<file path="config.mk">
export PLATFORM = sky130hd
export DESIGN_NAME = inst_fetch_unit
export DESIGN_NICKNAME = d
export VERILOG_FILES = /design/src/rtl/inst_fetch_unit_pkg.sv /design/src/rtl/fetch_buf.sv /design/src/rtl/inst_fetch_unit.sv
export SDC_FILE = /design/constraint.sdc
export NUM_CORES = 1
export LEC_CHECK = 0
export ABC_AREA = 1
export ABC_CLOCK_PERIOD_IN_PS = 1500
export BUFFER_PORTS_ARGS = -buffer_cell sky130_fd_sc_hd__buf_4
export CAP_MARGIN = 20
export CORE_MARGIN = 3
export CORE_UTILIZATION = 47
export CTS_CLUSTER_DIAMETER = 200
export CTS_CLUSTER_SIZE = 10
export DETAILED_ROUTE_END_ITERATION = 8
export PLACE_DENSITY = 0.89
export REMOVE_ABC_BUFFERS = 1
export SYNTH_ARGS = -nofsm -noshare
export SYNTH_HDL_FRONTEND = slang
export SYNTH_SLANG_ARGS = --single-unit
</file>
<file path="constraint.sdc">
create_clock -name clk -period 1.5 [get_ports clk]
set_clock_uncertainty 0.05 [all_clocks]
set_input_delay 0.225 -clock clk [delete_from_list [all_inputs] [get_ports clk]]
set_output_delay 0.225 -clock clk [all_outputs]
set_load 0.05 [all_outputs]
</file>
<file path="src/rtl/inst_fetch_unit_pkg.sv">
// Shared definitions for the instruction fetch unit: bus width, counter
// width and the 2-bit FSM state encoding.
package inst_fetch_unit_pkg;

    // Width of the address, instruction and memory data buses.
    localparam int WORD_SIZE = 16;

    // Width of the completed-fetch counter.
    localparam int COUNT_W = 16;

    // Fetch FSM states.
    typedef enum logic [1:0] {
        ST_IDLE = 2'd0,
        ST_REQ  = 2'd1,
        ST_DONE = 2'd2
    } fetch_state_t;

endpackage

</file>
<file path="src/rtl/fetch_buf.sv">
// One-entry instruction buffer: a tag (fetch address), its data word and a
// valid bit. It is refilled on every completed memory fetch and cleared by an
// explicit invalidate. The lookup is combinational, and an invalidate in the
// same cycle forces a miss.
module fetch_buf #(
    parameter int WORD_SIZE = inst_fetch_unit_pkg::WORD_SIZE
) (
    input  logic                 clk,
    input  logic                 reset,
    input  logic                 inval,
    input  logic                 fill,
    input  logic [WORD_SIZE-1:0] fill_tag,
    input  logic [WORD_SIZE-1:0] fill_data,
    input  logic [WORD_SIZE-1:0] lookup_addr,
    output logic                 hit,
    output logic [WORD_SIZE-1:0] hit_data
);

    logic                 valid_q;
    logic [WORD_SIZE-1:0] tag_q;
    logic [WORD_SIZE-1:0] data_q;

    // Entry storage: invalidate wins over a fill landing in the same cycle.
    always_ff @(posedge clk) begin
        if (reset) begin
            valid_q <= 1'b0;
            tag_q   <= '0;
            data_q  <= '0;
        end else begin
            if (fill) begin
                valid_q <= 1'b1;
                tag_q   <= fill_tag;
                data_q  <= fill_data;
            end
            if (inval) begin
                valid_q <= 1'b0;
            end
        end
    end

    // Hit check against the stored tag; a same-cycle invalidate forces a miss.
    always_comb begin
        hit      = valid_q && !inval && (tag_q == lookup_addr);
        hit_data = data_q;
    end

endmodule

</file>
<file path="src/rtl/inst_fetch_unit.sv">
// Instruction fetch unit. It latches the PC on a fetch request, strobes
// memory until read data is valid, loads the instruction register, pulses
// fetch_done and counts completed fetches.
// Optional feature macro: FETCH_BUF_EN adds a one-entry fetch buffer
// (sub-module fetch_buf) and the buf_inval input. A hit on that buffer skips
// the memory request.
//
// Handshake: fetch_req is only looked at in IDLE. readM is held high, with a
// stable address, for every REQ cycle. The first cycle that inputReady is
// sampled high in REQ transfers data. fetch_done is a single-cycle valid
// pulse for the instruction output and has no ready, so it cannot stall.
// fetch_abort cancels whatever is in flight, and reset overrides everything.
module inst_fetch_unit #(
    parameter int WORD_SIZE = inst_fetch_unit_pkg::WORD_SIZE
) (
    input  logic                 clk,
    input  logic                 reset,
    input  logic [WORD_SIZE-1:0] inst_addr,
    input  logic                 fetch_req,
    input  logic                 fetch_abort,
    output logic                 readM,
    output logic [WORD_SIZE-1:0] address,
    input  logic [WORD_SIZE-1:0] data,
    input  logic                 inputReady,
    output logic [WORD_SIZE-1:0] instruction,
    output logic                 fetch_done,
    output logic                 busy,
    output logic [15:0]          fetch_count,
`ifdef FETCH_BUF_EN
    input  logic                 buf_inval,
`endif
    output logic [1:0]           state_dbg
);

    import inst_fetch_unit_pkg::*;

    fetch_state_t         state_q;
    fetch_state_t         state_d;
    logic [WORD_SIZE-1:0] address_q;
    logic [WORD_SIZE-1:0] instruction_q;
    logic [COUNT_W-1:0]   fetch_count_q;

    logic                 start;
    logic                 mem_fill;
    logic                 buf_load;
    logic                 count_en;
    logic                 buf_hit;
    logic [WORD_SIZE-1:0] buf_rdata;

`ifdef FETCH_BUF_EN
    fetch_buf #(
        .WORD_SIZE (WORD_SIZE)
    ) u_fetch_buf (
        .clk         (clk),
        .reset       (reset),
        .inval       (buf_inval),
        .fill        (mem_fill),
        .fill_tag    (address_q),
        .fill_data   (data),
        .lookup_addr (inst_addr),
        .hit         (buf_hit),
        .hit_data    (buf_rdata)
    );
`else
    assign buf_hit   = 1'b0;
    assign buf_rdata = '0;
`endif

    // Qualified events: accepted request, memory transfer, buffer hit, retire.
    always_comb begin
        start    = (state_q == ST_IDLE) && fetch_req && !fetch_abort;
        mem_fill = (state_q == ST_REQ) && inputReady && !fetch_abort;
        buf_load = start && buf_hit;
        count_en = (state_q == ST_DONE) && !fetch_abort;
    end

    // State register; reset has priority over abort and every other input.
    always_ff @(posedge clk) begin
        if (reset) begin
            state_q <= ST_IDLE;
        end else begin
            state_q <= state_d;
        end
    end

    // Next-state logic; abort always lands in IDLE, so abort beats inputReady.
    always_comb begin
        state_d = state_q;
        case (state_q)
            ST_IDLE: begin
                if (start) begin
                    state_d = buf_hit ? ST_DONE : ST_REQ;
                end
            end
            ST_REQ: begin
                if (fetch_abort) begin
                    state_d = ST_IDLE;
                end else if (inputReady) begin
                    state_d = ST_DONE;
                end
            end
            ST_DONE: begin
                state_d = ST_IDLE;
            end
            default: begin
                state_d = ST_IDLE;
            end
        endcase
    end

    // Datapath: address latched on accept, IR loaded from memory or buffer,
    // and the counter advances when DONE retires without an abort.
    always_ff @(posedge clk) begin
        if (reset) begin
            address_q     <= '0;
            instruction_q <= '0;
            fetch_count_q <= '0;
        end else begin
            if (start) begin
                address_q <= inst_addr;
            end
            if (mem_fill) begin
                instruction_q <= data;
            end else if (buf_load) begin
                instruction_q <= buf_rdata;
            end
            if (count_en) begin
                fetch_count_q <= fetch_count_q + 1'b1;
            end
        end
    end

    // Outputs decoded from state; an abort or reset in DONE suppresses the pulse.
    always_comb begin
        readM       = (state_q == ST_REQ);
        busy        = (state_q != ST_IDLE);
        fetch_done  = (state_q == ST_DONE) && !fetch_abort && !reset;
        address     = address_q;
        instruction = instruction_q;
        fetch_count = fetch_count_q;
        state_dbg   = state_q;
    end

endmodule

</file>
==> key figures <==
Outcome
  – Outcome: complete, no violations

Logic synthesis
  – Syn Area/Cell: between 7 and 8 sq um
  – Dominant register cell in the synthesized netlist: sky130_fd_sc_hd__dfxtp_1
  – Number of enable-type register cells in the synthesized netlist: 0
  – Most numerous cell types in the synthesized netlist: 86 x sky130_fd_sc_hd__nor2_1, 50 x sky130_fd_sc_hd__dfxtp_1, 36 x sky130_fd_sc_hd__nand2_1
  – Most numerous cell in the Yosys netlist: sky130_fd_sc_hd__nor2_1
  – Leading cell types by total area after synthesis: sky130_fd_sc_hd__dfxtp_1 48%, sky130_fd_sc_hd__nor2_1 16%, sky130_fd_sc_hd__o21ai_0 8.5%
  – Seq cells post-synth: 50
  – Synth Warn #: 0
  – Fraction of registers with async set/reset: 0
  – Number of standard cells after synthesis: 277
  – Post-synthesis cell type count: 27
  – Portion of synthesized cell area occupied by the leading cell type: 0.484
  – Largest area contributor in the netlist: sky130_fd_sc_hd__dfxtp_1
  – Post-Synthesis Cell Area: 2070 sq um
  – Sequential fraction of the synthesis area: 0.484

Floorplanning
  – Total die area: ~5200 sq um
  – Floorplan die height: just over 70 um
  – Number of core rows: 23
  – Die span in x: slightly above 70 um
  – Floorplan core area: 4120 sq um
  – Top Ports: 90
  – Starting utilization of the core area: 0.503

Setup path
  – Signal arrival time at the worst endpoint: between 1 and 1.5 ns
  – Worst path max stage delay: 0.34 ns
  – Series of cell instances along the critical path: inv_4, nand3_4, nor2_2, buf_6
  – Depth of the worst register-to-register path: 7
  – Endpoint of the worst-slack reg-to-reg timing path: fetch_count[14]
  – Slack of the worst reg-to-reg path: 0.13 ns
  – Critical register-to-register path startpoint: fetch_count[0]
  – Worst setup path class: reg2out
  – Worst setup SP type: flip-flop
  – Total buffers and inverters traversed by the critical path: 2
  – Cell family contributing the most delay on the critical path: flip-flops
  – Element type at the critical path end: primary output
  – Worst Path Required: 1.22 ns
  – Crit-path slowest cell: sky130_fd_sc_hd__dfxtp_1
  – Worst Path Max Fanout: 4

Power
  – Share of total power in combinational logic: 0.156
  – Power density of the placed cells: 941 nW/um^2
  – Clock group share of total power: 0.340
  – Pleak: 0.00135 uW
  – Maximum resistive drop on vdd: 0.518 mV
  – Switching Share: 0.266
  – Power spent charging and discharging nets: 733 uW
  – Cell internal power dissipation: 2030 uW
  – Sequential Power Share: 0.504

Global routing
  – Maximum number of pins on one net before global-route repair: 26
  – GRT Overall Usage: 0.212
  – Via count of the first global-routing pass: 1961
  – Initial antenna violation count: 0
  – Wire length of the first global-routing pass: about 8.8 mm
  – Total congestion overflow: 0

Routing
  – Number of vias after detailed routing: 2042
  – Post-route antenna net violation count: 0
  – Final wirelength: 5.32 mm
  – Drt first-iter violations: 145
  – Average routed wire per standard cell: roughly 13 um
  – Post-DR vias/cell: 4.84
  – First-pass iteration count of the detailed router: 5
  – Number of remaining DRC errors: 0

Cells and area
  – Post-layout instance count excluding filler cells: 422
  – Number of nets at the end of the flow: 409
  – Area added between synthesis and finish: 41.7%
  – Fill cell total of the finished layout: around 350
  – Inserted Diodes: 0
  – Layout cells sized above 1: 0.339

STA
  – Number of max-slew violations in the final report: 0
  – Final number of setup-violating endpoints: 0
  – Fmax: roughly 0.7 GHz
  – Fin crit period: 1.39 ns
  – RSZ-0062 raised after global routing: false
  – Worst hold margin: 0.114 ns
  – Worst rel slew slack: 0.675
  – Hold Fails Final Rpt: 0
  – Fin crit share: 0.925
  – Actual slew at the worst max-slew pin: around 0.49 ns

Clock tree
  – Count of hold-fix buffers inserted at cts: 0
  – Buffer cell driving the clock tree root: sky130_fd_sc_hd__clkbuf_8
  – Clock slew at reported path FFs: 0.09 ns
  – Inserted Clock Buffers: 5
  – Maximum level of the CTS H-tree: 2
  – Clock sink count: 50
  – Clk Latency, worst-skew pair: 0.30 ns
  – Maximum number of buffers from clock root to sink: 2
  – CTS tree: built

Min path
  – Worst hold path startpoint: data[6]
  – Hold WC Path Type: in2reg
  – Worst Hold Depth: 3
  – Worst-case hold path end point: instruction[6]

Job
  – Number of max-capacitance violations reported: 0

Place
  – Post-detailed-placement half-perimeter wirelength: 3.96 mm
  – GP Congestion: 0.842
  – Placed cells: 412
  – Number of port buffers: 89
per-layer routing:
layer / vias to the layer above / GRT usage / routed length (um)
li1: 1062 / - / -
met1: 907 / 0.237 / 2100
met2: 65 / 0.387 / 2750
met3: 8 / 0.0540 / 377
met4: 0 / 0.0731 / 97
met5: - / 0 / 0
what timing repair did:
| action | CTS | global route |
|---|---|---|
| pin swaps | 1 | 1 |
| setup buffers | 1 | 1 |
| endpoints found under the hold margin | 0 | 0 |
| setup endpoints to repair | 1 | 8 |
| gates resized for setup | 3 | 7 |
per-stage QoR:
stage / TNS, ns / util / cell area, sq um / power (uW) / setup slack, ns
floorplan: -9.87 / - / 2020 / 1670 / -0.436
global placement: 0 / 0.676 / 2780 / 1850 / 0.137
detailed placement: 0 / 0.676 / 2780 / 1850 / 0.0849
CTS: 0 / 0.707 / 2910 / 2790 / 0.0622
global route: 0 / 0.712 / 2930 / 2860 / 0.00104
finish: 0 / 0.712 / 2930 / 2760 / 0.112
worst max-delay path by stage:
stage	from	end	slack, ns	cells after the start
after floorplan	state_dbg[1]	fetch_done	-0.44	2
after global placement	fetch_count[0]	fetch_count[14]	0.14	6
after detailed placement	fetch_count[0]	fetch_count[12]	0.08	6
after CTS	fetch_count[0]	fetch_count[12]	0.06	7
after global routing	fetch_count[10]	fetch_count[15]	0.001	8
final	state_dbg[0]	fetch_done	0.11	4
flip-flops by register name, indices dropped and copies added (netlist names):
name / cells
address: 16
fetch_count: 16
instruction: 16
state_dbg: 2
cells in the final DEF, fill, tap and decap left out, types with 2 or more instances in the layout:
master	Yosys	routed
sky130_fd_sc_hd__dfxtp_2	0	3
sky130_fd_sc_hd__a21oi_1	7	7
sky130_fd_sc_hd__nor2_2	4	6
sky130_fd_sc_hd__nor3_4	2	2
sky130_fd_sc_hd__nand3_2	1	2
sky130_fd_sc_hd__nor2_1	86	84
sky130_fd_sc_hd__nand4_1	6	6
sky130_fd_sc_hd__o21ai_0	35	34
sky130_fd_sc_hd__buf_4	0	95
sky130_fd_sc_hd__nand2_1	36	36
sky130_fd_sc_hd__inv_1	20	20
sky130_fd_sc_hd__clkbuf_8	0	5
sky130_fd_sc_hd__dfxtp_1	50	47
sky130_fd_sc_hd__nand3_1	6	5
sky130_fd_sc_hd__nor3_1	2	2
kinds of logic (layout without fill, tap and decap cells):
group	Yosys count	count (layout)	synth area share
and+or+nand+nor	150	150	0.333
DFF	50	50	0.484
xor gates and xnor gates	1	1	0.00424
adders and majority gates	1	1	0.00605
AOI/OAI and AO/OA	42	42	0.102
buffers and inverters	33	128	0.0714
final cells by class:
| class | instances | area [sq um] | share of cell area |
|---|---|---|---|
| flip-flops and latches | 50 | 1000 | 0.343 |
| repair buffers | 96 | 724 | 0.247 |
| inverters | 24 | 98.8 | 0.0337 |
| clock buffers | 6 | 72.6 | 0.0248 |
| multi-input cells | 194 | 930 | 0.317 |
| clock inverters | 2 | 37.5 | 0.0128 |
| well taps | 50 | 62.6 | 0.0213 |
power by group through the flow:
| stage | registers [uW] | logic (uW) | clock network [uW] |
|---|---|---|---|
| CTS | 1390 | 433 | 961 |
| detailed placement | 1420 | 432 | 0 |
| global placement | 1420 | 426 | 0 |
| finish | 1390 | 431 | 936 |
| floorplan | 1570 | 107 | 0 |
| global route | 1400 | 464 | 1000 |
worst register-to-register path, delay by kind of cell, from the launching register on:
kind | cells | cell delay, ns
flops | 1 | 0.37
fa+ha+maj | 1 | 0.21
simple gates | 6 | 0.68
Note: power is estimated with default switching activity, not from simulation.
